--- src/rtl/pipe_skid_stage_pkg.sv ---
// Shared types for the pipeline inter-stage registers.
//  skid_state_e : handshake state of a pipe_skid_stage instance
//  dmem_wb_t    : packed dmem/wb stage payload (DMEM_WB_W bits)
//  state_occ()  : number of held entries encoded by a state
package pipe_skid_stage_pkg;

  typedef enum logic [1:0] {
    EMPTY = 2'd0,
    HALF  = 2'd1,
    FULL  = 2'd2
  } skid_state_e;

  typedef struct packed {
    logic [63:0] csrval;
    logic [4:0]  rd;
    logic [63:0] pc;
    logic [63:0] result;
    logic [31:0] instrId;
    logic [63:0] memdata;
    logic [63:0] rs1val;
    logic [63:0] rs2val;
    logic        regw;
    logic        memw;
    logic        memr;
    logic        branch;
    logic [6:0]  funct7;
    logic [6:0]  opcode;
  } dmem_wb_t;

  localparam int unsigned DMEM_WB_W = $bits(dmem_wb_t);

  function automatic logic [1:0] state_occ(input skid_state_e s);
    case (s)
      EMPTY:   return 2'd0;
      HALF:    return 2'd1;
      FULL:    return 2'd2;
      default: return 2'd0;
    endcase
  endfunction

endpackage

--- src/rtl/pipe_skid_stage_sat_counter.sv ---
// Saturating up-counter with synchronous active-high reset.
//  clk, rst : clock and synchronous reset
//  inc      : count one event this cycle
//  count    : current value, sticks at all-ones (CNT_W >= 2)
module pipe_skid_stage_sat_counter #(
  parameter int unsigned CNT_W = 32
) (
  input  logic             clk,
  input  logic             rst,
  input  logic             inc,
  output logic [CNT_W-1:0] count
);

  localparam logic [CNT_W-1:0] CNT_ONE = {{(CNT_W-1){1'b0}}, 1'b1};
  localparam logic [CNT_W-1:0] CNT_MAX = {CNT_W{1'b1}};

  logic [CNT_W-1:0] r_count;

  // Count events, holding at the maximum instead of wrapping.
  always_ff @(posedge clk) begin
    if (rst) begin
      r_count <= {CNT_W{1'b0}};
    end else if (inc && (r_count != CNT_MAX)) begin
      r_count <= r_count + CNT_ONE;
    end else begin
      r_count <= r_count;
    end
  end

  assign count = r_count;

endmodule

--- src/rtl/pipe_skid_stage.sv ---
// Generic inter-stage pipeline register with valid/ready handshake.
//  MODE=1: main + skid entry, in_ready comes straight from flops.
//  MODE=0: single entry, in_ready = out_ready | !out_valid.
// Ports:
//  clk, rst             clock, synchronous active-high reset
//  flush                drop all held entries (payload contents kept)
//  in_valid/in_ready    upstream handshake, in_data payload
//  out_valid/out_ready  downstream handshake, out_data = main entry
//  occupancy            held entries (0..2)
//  stall_cnt            saturating count of out_valid & !out_ready cycles
module pipe_skid_stage
  import pipe_skid_stage_pkg::*;
#(
  parameter int unsigned       DATA_W  = 439,
  parameter logic [DATA_W-1:0] RST_VAL = {DATA_W{1'b0}},
  parameter int unsigned       MODE    = 1,
  parameter int unsigned       CNT_W   = 32
) (
  input  logic              clk,
  input  logic              rst,
  input  logic              flush,
  input  logic              in_valid,
  output logic              in_ready,
  input  logic [DATA_W-1:0] in_data,
  output logic              out_valid,
  input  logic              out_ready,
  output logic [DATA_W-1:0] out_data,
  output logic [1:0]        occupancy,
  output logic [CNT_W-1:0]  stall_cnt
);

  skid_state_e       r_state;
  skid_state_e       w_state_nxt;
  logic [DATA_W-1:0] r_main;
  logic [DATA_W-1:0] r_skid;
  logic              r_live;
  logic              w_in_ready;
  logic              w_out_valid;
  logic              w_in_fire;
  logic              w_out_fire;
  logic              w_load_main;
  logic              w_load_skid;
  logic              w_main_from_skid;

  assign w_out_valid = (r_state != EMPTY);
  assign w_in_fire   = in_valid & w_in_ready;
  assign w_out_fire  = w_out_valid & out_ready;

  // r_live keeps in_ready low during reset and for the edge rst falls on,
  // without routing rst combinationally to in_ready.
  generate
    if (MODE == 32'd0) begin : g_single
      assign w_in_ready = r_live & (out_ready | ~w_out_valid);
    end else begin : g_skid
      assign w_in_ready = r_live & (r_state != FULL);
    end
  endgenerate

  // Acceptance enable: low in reset, high from the first edge after it.
  always_ff @(posedge clk) begin
    if (rst) begin
      r_live <= 1'b0;
    end else begin
      r_live <= 1'b1;
    end
  end

  // Next state and payload steering. MODE=0 never reaches FULL because
  // in_ready already requires the main entry to drain in the same cycle.
  always_comb begin
    w_state_nxt      = r_state;
    w_load_main      = 1'b0;
    w_load_skid      = 1'b0;
    w_main_from_skid = 1'b0;
    if (flush) begin
      w_state_nxt = EMPTY;
    end else begin
      case (r_state)
        EMPTY: begin
          if (w_in_fire) begin
            w_load_main = 1'b1;
            w_state_nxt = HALF;
          end else begin
            w_state_nxt = EMPTY;
          end
        end
        HALF: begin
          if (w_in_fire && w_out_fire) begin
            w_load_main = 1'b1;
            w_state_nxt = HALF;
          end else if (w_in_fire) begin
            w_load_skid = 1'b1;
            w_state_nxt = FULL;
          end else if (w_out_fire) begin
            w_state_nxt = EMPTY;
          end else begin
            w_state_nxt = HALF;
          end
        end
        FULL: begin
          if (w_out_fire) begin
            w_main_from_skid = 1'b1;
            w_state_nxt      = HALF;
          end else begin
            w_state_nxt = FULL;
          end
        end
        default: begin
          w_state_nxt = EMPTY;
        end
      endcase
    end
  end

  // State register.
  always_ff @(posedge clk) begin
    if (rst) begin
      r_state <= EMPTY;
    end else begin
      r_state <= w_state_nxt;
    end
  end

  // Main entry: drives out_data directly, refilled from input or skid.
  always_ff @(posedge clk) begin
    if (rst) begin
      r_main <= RST_VAL;
    end else if (w_load_main) begin
      r_main <= in_data;
    end else if (w_main_from_skid) begin
      r_main <= r_skid;
    end else begin
      r_main <= r_main;
    end
  end

  // Skid entry: catches the payload accepted while main is stalled.
  always_ff @(posedge clk) begin
    if (rst) begin
      r_skid <= RST_VAL;
    end else if (w_load_skid) begin
      r_skid <= in_data;
    end else begin
      r_skid <= r_skid;
    end
  end

  pipe_skid_stage_sat_counter #(
    .CNT_W (CNT_W)
  ) u_stall_cnt (
    .clk   (clk),
    .rst   (rst),
    .inc   (w_out_valid & ~out_ready),
    .count (stall_cnt)
  );

  assign in_ready  = w_in_ready;
  assign out_valid = w_out_valid;
  assign out_data  = r_main;
  assign occupancy = state_occ(r_state);

endmodule

--- config.mk ---
export PLATFORM = sky130hd
export DESIGN_NAME = pipe_skid_stage
export DESIGN_NICKNAME = d
export VERILOG_FILES = /design/src/rtl/pipe_skid_stage_pkg.sv /design/src/rtl/pipe_skid_stage_sat_counter.sv /design/src/rtl/pipe_skid_stage.sv
export SDC_FILE = /design/constraint.sdc
export NUM_CORES = 2
export LEC_CHECK = 0
export BUFFER_PORTS_ARGS = -buffer_cell sky130_fd_sc_hd__buf_2
export CAP_MARGIN = 20
export CORE_MARGIN = 2
export CORE_UTILIZATION = 28
export CTS_CLUSTER_SIZE = 30
export DETAILED_ROUTE_END_ITERATION = 12
export GPL_TIMING_DRIVEN = 0
export PLACE_DENSITY_LB_ADDON = 0.2
export SETUP_SLACK_MARGIN = 0.4
export SLEW_MARGIN = 0
export SYNTH_ARGS = -nofsm -noshare
export SYNTH_HDL_FRONTEND = slang
export SYNTH_SLANG_ARGS = --single-unit
export TNS_END_PERCENT = 20
--- constraint.sdc ---
create_clock -name clk -period 6.75 [get_ports clk]
set_input_delay 1.35 -clock clk [delete_from_list [all_inputs] [get_ports clk]]
set_output_delay 1.35 -clock clk [all_outputs]
set_load 0.05 [all_outputs]
Word-level counts from Yosys, hierarchy flattened. Index checks and enable logic that the tools add are counted.

Register bits after elaboration: 913. Input port bits: 444. Output and inout bits: 475. Word-level logic and storage cells: 41.

Add/subtract/negate cells: 1. Equal/unequal tests: 4. Muxes and demuxes: 20. Bitwise gates (word level): 5. Reductions and logical operators: 6.

Operators with widths (count): $mux W439 (2); $add A32 B1 Y32 const B (1); $ne A32 B32 Y1 const B (1); $mux W1 (12); $mux W2 (3); $pmux W2 S3 (1); $and A1 B1 Y1 (4); $pmux W2 S2 (1); $reduce_bool A2 Y1 (2); $eq A2 B1 Y1 const B (1); $eq A2 B2 Y1 const B (1); $logic_and A1 B1 Y1 (2); $logic_not A2 Y1 (1); $ne A2 B2 Y1 const B (1); $pmux W1 S2 (1); $reduce_or A2 Y1 (1); $not A1 Y1 (1).

Longest topological paths before layout.
Depth in word-level cells: 8. Depth in mapped cells: 11.

Cells and area by module. A second synthesis with hierarchy kept.

Cells, all modules: 4133. Area, all modules: 39751.9 µm².

Modules (own cells, without submodules): pipe_skid_stage (instances 1, cells an instance 3934, area each 38077.8 µm², seq. area each 17636.9 µm²); pipe_skid_stage_sat_counter (instances 1, cells an instance 199, area each 1674.1 µm², seq. area each 640.6 µm²).

Worst setup path before layout. OpenSTA, ideal clock, no wires.

Kind: in2reg. Start point: input in_valid. End point: register r_main[100] (netlist: out_data[100]). Data arrival time: 2.837 ns. Path slack: 3.822 ns. Cell stages on the path: 9. Cells stage by stage: and3_1 > ha_1 > nand2_1 > a211o_1 > buf_2 > clkbuf_1 > buf_1 > nor2_1 > a311oi_1.

Word-level cells in the longest chain between the ends: 6.

RTL lines: from (decl) (line pipe_skid_stage.sv:22) `input logic in_valid,`; $and A1 B1 Y1 * (line pipe_skid_stage.sv:46) `assign w_in_fire = in_valid & w_in_ready;`; $logic_and A1 B1 Y1 (line pipe_skid_stage.sv:88) `if (w_in_fire && w_out_fire) begin`; $mux W1 (line pipe_skid_stage.sv:88); $pmux W1 S2 * (line pipe_skid_stage.sv:78) `case (r_state)`; $mux W1 * (line pipe_skid_stage.sv:75) `if (flush) begin`; $mux W439 or $reduce_bool A2 Y1 (tied branches); to (signal assigned) (line pipe_skid_stage.sv:129) `r_main <= in_data;`; to (signal assigned) (line pipe_skid_stage.sv:131) `r_main <= r_skid;`; to (signal assigned) (line pipe_skid_stage.sv:133) `r_main <= r_main;`; to (decl) (line pipe_skid_stage.sv:34) `logic [DATA_W-1:0] r_main;`.

Every way passes the cells marked *; elsewhere a longest branch is shown, timed or not. A chain may end at the register's enable or synchronous reset.

Worst setup path in the final report.
Start point: input in_valid. End point: register r_skid[100].

Word-level cells in the longest chain between the ends: 5.

RTL lines: $and A1 B1 Y1 * (line pipe_skid_stage.sv:46); $mux W1 or $logic_and A1 B1 Y1 (tied branches) (line pipe_skid_stage.sv:91, pipe_skid_stage.sv:88); $mux W1 * (line pipe_skid_stage.sv:88); $mux W1 * (line pipe_skid_stage.sv:78); $mux W1 * (line pipe_skid_stage.sv:75); to (signal assigned) (line pipe_skid_stage.sv:142) `r_skid <= in_data;`; to (signal assigned) (line pipe_skid_stage.sv:144) `r_skid <= r_skid;`; to (decl) (line pipe_skid_stage.sv:35) `logic [DATA_W-1:0] r_skid;`.

Marks and branches as above.

==> impl_results.html <==
<table>
<tr><th>Metric</th><th>Value</th></tr>
<tr><th colspan="2">Timing</th></tr>
<tr><td>Final count of negative-setup-slack endpoints</td><td>0</td></tr>
<tr><td>Accumulated negative setup slack</td><td>0 ns</td></tr>
<tr><td>Remaining max-slew budget at the tightest pin</td><td>26.2%</td></tr>
<tr><td>Least setup slack across all paths after layout</td><td>3.11 ns</td></tr>
<tr><td>Unrepaired setup endpoints after global routing</td><td>false</td></tr>
<tr><td>Max frequency</td><td>0.275 GHz</td></tr>
<tr><td>Fin crit period</td><td>3.64 ns</td></tr>
<tr><td>Final number of hold-violating endpoints</td><td>0</td></tr>
<tr><td>Max Slew Vio Count</td><td>0</td></tr>
<tr><td>Worst-case clock skew</td><td>0.0403 ns</td></tr>
<tr><td>Measured slew at the worst slew-check pin</td><td>1.11 ns</td></tr>
<tr><td>Final worst path period share</td><td>53.9%</td></tr>
<tr><th colspan="2">Yosys</th></tr>
<tr><td>Synth Area in Simple Gates</td><td>22.8%</td></tr>
<tr><td>Post-synth design cell area</td><td>34700 um2</td></tr>
<tr><td>Leading cell type by number of instances after synthesis</td><td>nand2_1</td></tr>
<tr><td>Largest family of logic cells by synthesized area</td><td>simple AND/OR/NAND/NOR gates</td></tr>
<tr><td>Ys async rst share</td><td>0%</td></tr>
<tr><td>Fraction of synthesized cell area in xor and xnor cells</td><td>0.252%</td></tr>
<tr><td>Area share of fa/ha/maj cells after synthesis</td><td>0.108%</td></tr>
<tr><td>Synthesized-area fraction occupied by ao, oa, aoi and oai cells</td><td>19.7%</td></tr>
<tr><td>Fraction of post-synthesis cell area in the top cell type by area</td><td>52.7%</td></tr>
<tr><td>Synth cell count leaders</td><td>nand2_1 (1651), dfxtp_1 (913), a21oi_1 (577)</td></tr>
<tr><td>Number of distinct library cells after synthesis</td><td>50</td></tr>
<tr><td>Syn Nets</td><td>4881</td></tr>
<tr><td>Average size of a mapped cell</td><td>7.83 um2</td></tr>
<tr><td>Number of warnings issued by yosys</td><td>0</td></tr>
<tr><td>Largest cells by area after synthesis</td><td>dfxtp_1 (53%), nand2_1 (18%), a21oi_1 (8.3%)</td></tr>
<tr><td>Cell type contributing the most total cell area after synthesis</td><td>dfxtp_1</td></tr>
<tr><td>Gate Count Post-Synth</td><td>4434</td></tr>
<tr><td>Number of enable flip-flop cells after synthesis</td><td>0</td></tr>
<tr><td>Total of flip-flops plus latches after synthesis</td><td>913</td></tr>
<tr><td>Most used flip-flop cell after synthesis</td><td>dfxtp_1</td></tr>
<tr><td>Proportion of synthesized area in mux cells</td><td>0.159%</td></tr>
<tr><td>Sequential-to-total area share from yosys stat</td><td>52.7%</td></tr>
<tr><th colspan="2">Clock tree</th></tr>
<tr><td>Number of CTS-inserted buffers</td><td>107</td></tr>
<tr><td>Clock tree from TritonCTS</td><td>done</td></tr>
<tr><td>Count of clock tree sinks</td><td>913</td></tr>
<tr><td>Largest buffer count on any clock path</td><td>3</td></tr>
<tr><td># H-tree levels</td><td>3</td></tr>
<tr><td>Number of instances resized during post-cts repair</td><td>0</td></tr>
<tr><td>Hold_buf cts</td><td>0</td></tr>
<tr><td>Clk_lat worst skew</td><td>0.70 ns</td></tr>
<tr><td>Clock transition at the register clock pins on the worst setup and hold paths after CTS</td><td>0.06 ns</td></tr>
<tr><td>Clock root buffer</td><td>clkbuf_16</td></tr>
<tr><td>Post-CTS repair timing setup buffer count</td><td>0</td></tr>
<tr><th colspan="2">Power</th></tr>
<tr><td>Ratio of total power to cell area</td><td>280 nW/um2</td></tr>
<tr><td>Leak</td><td>17.0 nW</td></tr>
<tr><td>Maximum VDD drop</td><td>0.196 mV</td></tr>
<tr><td>Total power of the final layout</td><td>12.6 mW</td></tr>
<tr><th colspan="2">Setup path</th></tr>
<tr><td>Largest fanout of any net on the critical path</td><td>10</td></tr>
<tr><td>CP max stage cell</td><td>clkbuf_1</td></tr>
<tr><td>Startpoint kind of the worst setup timing path</td><td>primary input</td></tr>
<tr><td>Critical path endpoint category</td><td>flip-flop</td></tr>
<tr><td>Critical Setup Path Class</td><td>primary input to flip-flop</td></tr>
<tr><td>Required @ worst endpoint</td><td>7.37 ns</td></tr>
<tr><td>Cells traversed along the worst timing path</td><td>buf_2 -&gt; and3_1 -&gt; ha_1 -&gt; nand2_1 -&gt; or2_2 -&gt; clkbuf_1 -&gt; buf_8 -&gt; clkbuf_1 -&gt; buf_8 -&gt; clkbuf_1 -&gt; nand2_1 -&gt; a21oi_1</td></tr>
<tr><td>Number of cells on the worst reg-to-reg path</td><td>12</td></tr>
<tr><td>Slowest Stage Delay on Critical Path</td><td>0.56 ns</td></tr>
<tr><td>Worst path most repeated cell</td><td>clkbuf_1</td></tr>
<tr><td>Endpoint arrival time on the critical path</td><td>4.26 ns</td></tr>
<tr><th colspan="2">Route</th></tr>
<tr><td>Number of violations reported at the end of detailed-routing iteration 0</td><td>2720</td></tr>
<tr><td>Total DRC errors in the routed layout</td><td>0</td></tr>
<tr><td>Final routed wirelength across all metal layers</td><td>152 mm</td></tr>
<tr><td>Antenna Violating Nets Remaining</td><td>0</td></tr>
<tr><td>Count of TritonRoute iterations in the first routing pass</td><td>6</td></tr>
<tr><td>Routed vias</td><td>35124</td></tr>
<tr><td>Detailed-route wire length per cell</td><td>21.1 um</td></tr>
<tr><td>Drt via density</td><td>4.87</td></tr>
<tr><th colspan="2">Placed design</th></tr>
<tr><td>Pre-CTS setup slack</td><td>2.24 ns</td></tr>
<tr><td>Weighted congestion reported at the end of routability-driven placement</td><td>0.918</td></tr>
<tr><td>Number of buffer cells added on primary ports</td><td>916</td></tr>
<tr><td>HPWL after detailed placement</td><td>117 mm</td></tr>
<tr><th colspan="2">Die</th></tr>
<tr><td>Number of I/O pins</td><td>919</td></tr>
<tr><td>Starting density of the core</td><td>28.1%</td></tr>
<tr><td>Core outline area</td><td>123000 um2</td></tr>
<tr><td>Floorplan die area</td><td>127000 um2</td></tr>
<tr><td>Std cell rows</td><td>129</td></tr>
<tr><td>Die Span Y</td><td>356 um</td></tr>
<tr><td>Die W</td><td>356 um</td></tr>
<tr><th colspan="2">Layout</th></tr>
<tr><td>Number of filler instances in the final layout</td><td>13229</td></tr>
<tr><td>Synth-to-Final Area Change</td><td>29.9%</td></tr>
<tr><td>Share of layout cells above drive strength 1</td><td>20.2%</td></tr>
<tr><td>Final net count</td><td>5918</td></tr>
<tr><th colspan="2">Global route</th></tr>
<tr><td>First-pass GRT wire length</td><td>219 mm</td></tr>
<tr><td>Antenna violations before repair</td><td>66</td></tr>
<tr><td>Pin count of the biggest net entering global routing</td><td>16</td></tr>
<tr><td>Via count of the first global-routing pass</td><td>33453</td></tr>
<tr><td>Total global routing track utilization</td><td>22.8%</td></tr>
<tr><td>Overflow after GRT</td><td>0</td></tr>
<tr><th colspan="2">Worst hold path</th></tr>
<tr><td>Class of the tightest hold or removal check</td><td>flip-flop to flip-flop</td></tr>
<tr><td>Hold Path Stages</td><td>2</td></tr>
<tr><th colspan="2">Outcome</th></tr>
<tr><td>Run status</td><td>complete, no violations</td></tr>
<tr><th colspan="2">Flow run</th></tr>
<tr><td># Max-Cap Violations</td><td>0</td></tr>
</table>
==> final cells by class <==
| class | count | area [um2] | share of cell area [%] |
|---|---|---|---|
| clock buffer | 155 | 3070 | 6.81 |
| tap | 1637 | 2050 | 4.54 |
| sequential | 913 | 18300 | 40.5 |
| clock inverter | 35 | 395 | 0.877 |
| multi-input combinational | 3126 | 14900 | 33.1 |
| buffer | 385 | 1470 | 3.25 |
| antenna | 27 | 67.6 | 0.150 |
| timing repair buffer | 928 | 4790 | 10.6 |
| inverter | 10 | 37.5 | 0.0833 |
==> kinds of logic after synthesis <==
| logic type | after synthesis |
|---|---|
| buf+inv | 395 |
| flops | 913 |
| xor+xnor | 10 |
| simple gates | 2060 |
| fa+ha+maj | 3 |
| mux | 5 |
| compound gates | 1048 |
==> state kept, by name, indices dropped and copies added, names as in the netlist <==
register / cells
out_data: 439
r_skid: 439
u_stall_cnt.count: 32
r_state: 2
r_live: 1
==> per-layer routing <==
layer | up-vias | wire length (um) | global-route usage, %
li1 | 17159 | - | -
met1 | 16496 | 60200 | 26.2
met2 | 1095 | 72200 | 38.5
met3 | 312 | 13300 | 8.19
met4 | 62 | 5870 | 9.11
met5 | - | 387 | 0
==> final timing paths <==
| kind | from | endpoint | slack [ns] |
|---|---|---|---|
| hold reg to reg | r_skid[209] | out_data[209] | 0.45 |
| setup reg to reg | r_state[1] | r_skid[100] | 3.19 |
| hold / removal | r_skid[209] | out_data[209] | 0.45 |
| setup / recovery | in_valid | r_skid[100] | 3.11 |
==> critical path, delay by kind of cell <==
kind / cells / cell delay, ns
fa+ha+maj: 1 / 0.18
buf+inv: 6 / 2.03
compound gates: 1 / 0.15
simple gates: 4 / 0.50
==> cells in the final DEF, fill, tap and decap left out, types with 18 or more instances in the layout <==
cell type	synthesis	final
nor2_1	343	342
a21oi_1	577	577
clkinv_2	0	18
nand2_1	1651	1651
a22oi_1	119	119
a311oi_1	321	321
buf_2	16	932
clkbuf_16	0	108
clkbuf_1	350	378
diode_2	0	27
buf_1	19	19
dfxtp_1	913	913
clkbuf_8	0	19
==> metrics by stage <==
stage	cells	hold slack [ns]	util, %	instance area, um2
2_1_floorplan	4434	0.436	-	34700
3_3_place_gp	6987	0.441	33.5	41300
3_5_place_dp	6999	0.444	33.7	41500
4_1_cts	7189	0.452	36.5	45000
5_1_grt	7208	0.466	36.5	45100
6_report	7216	0.448	36.6	45100
==> power by group <==
group	internal [mW]	switching (mW)	leakage, nW
Combinational	0.310	0.940	7.84
Sequential	5.53	0.0765	7.40
Clock	3.35	2.41	1.71
(Power assumes the default switching activity.)
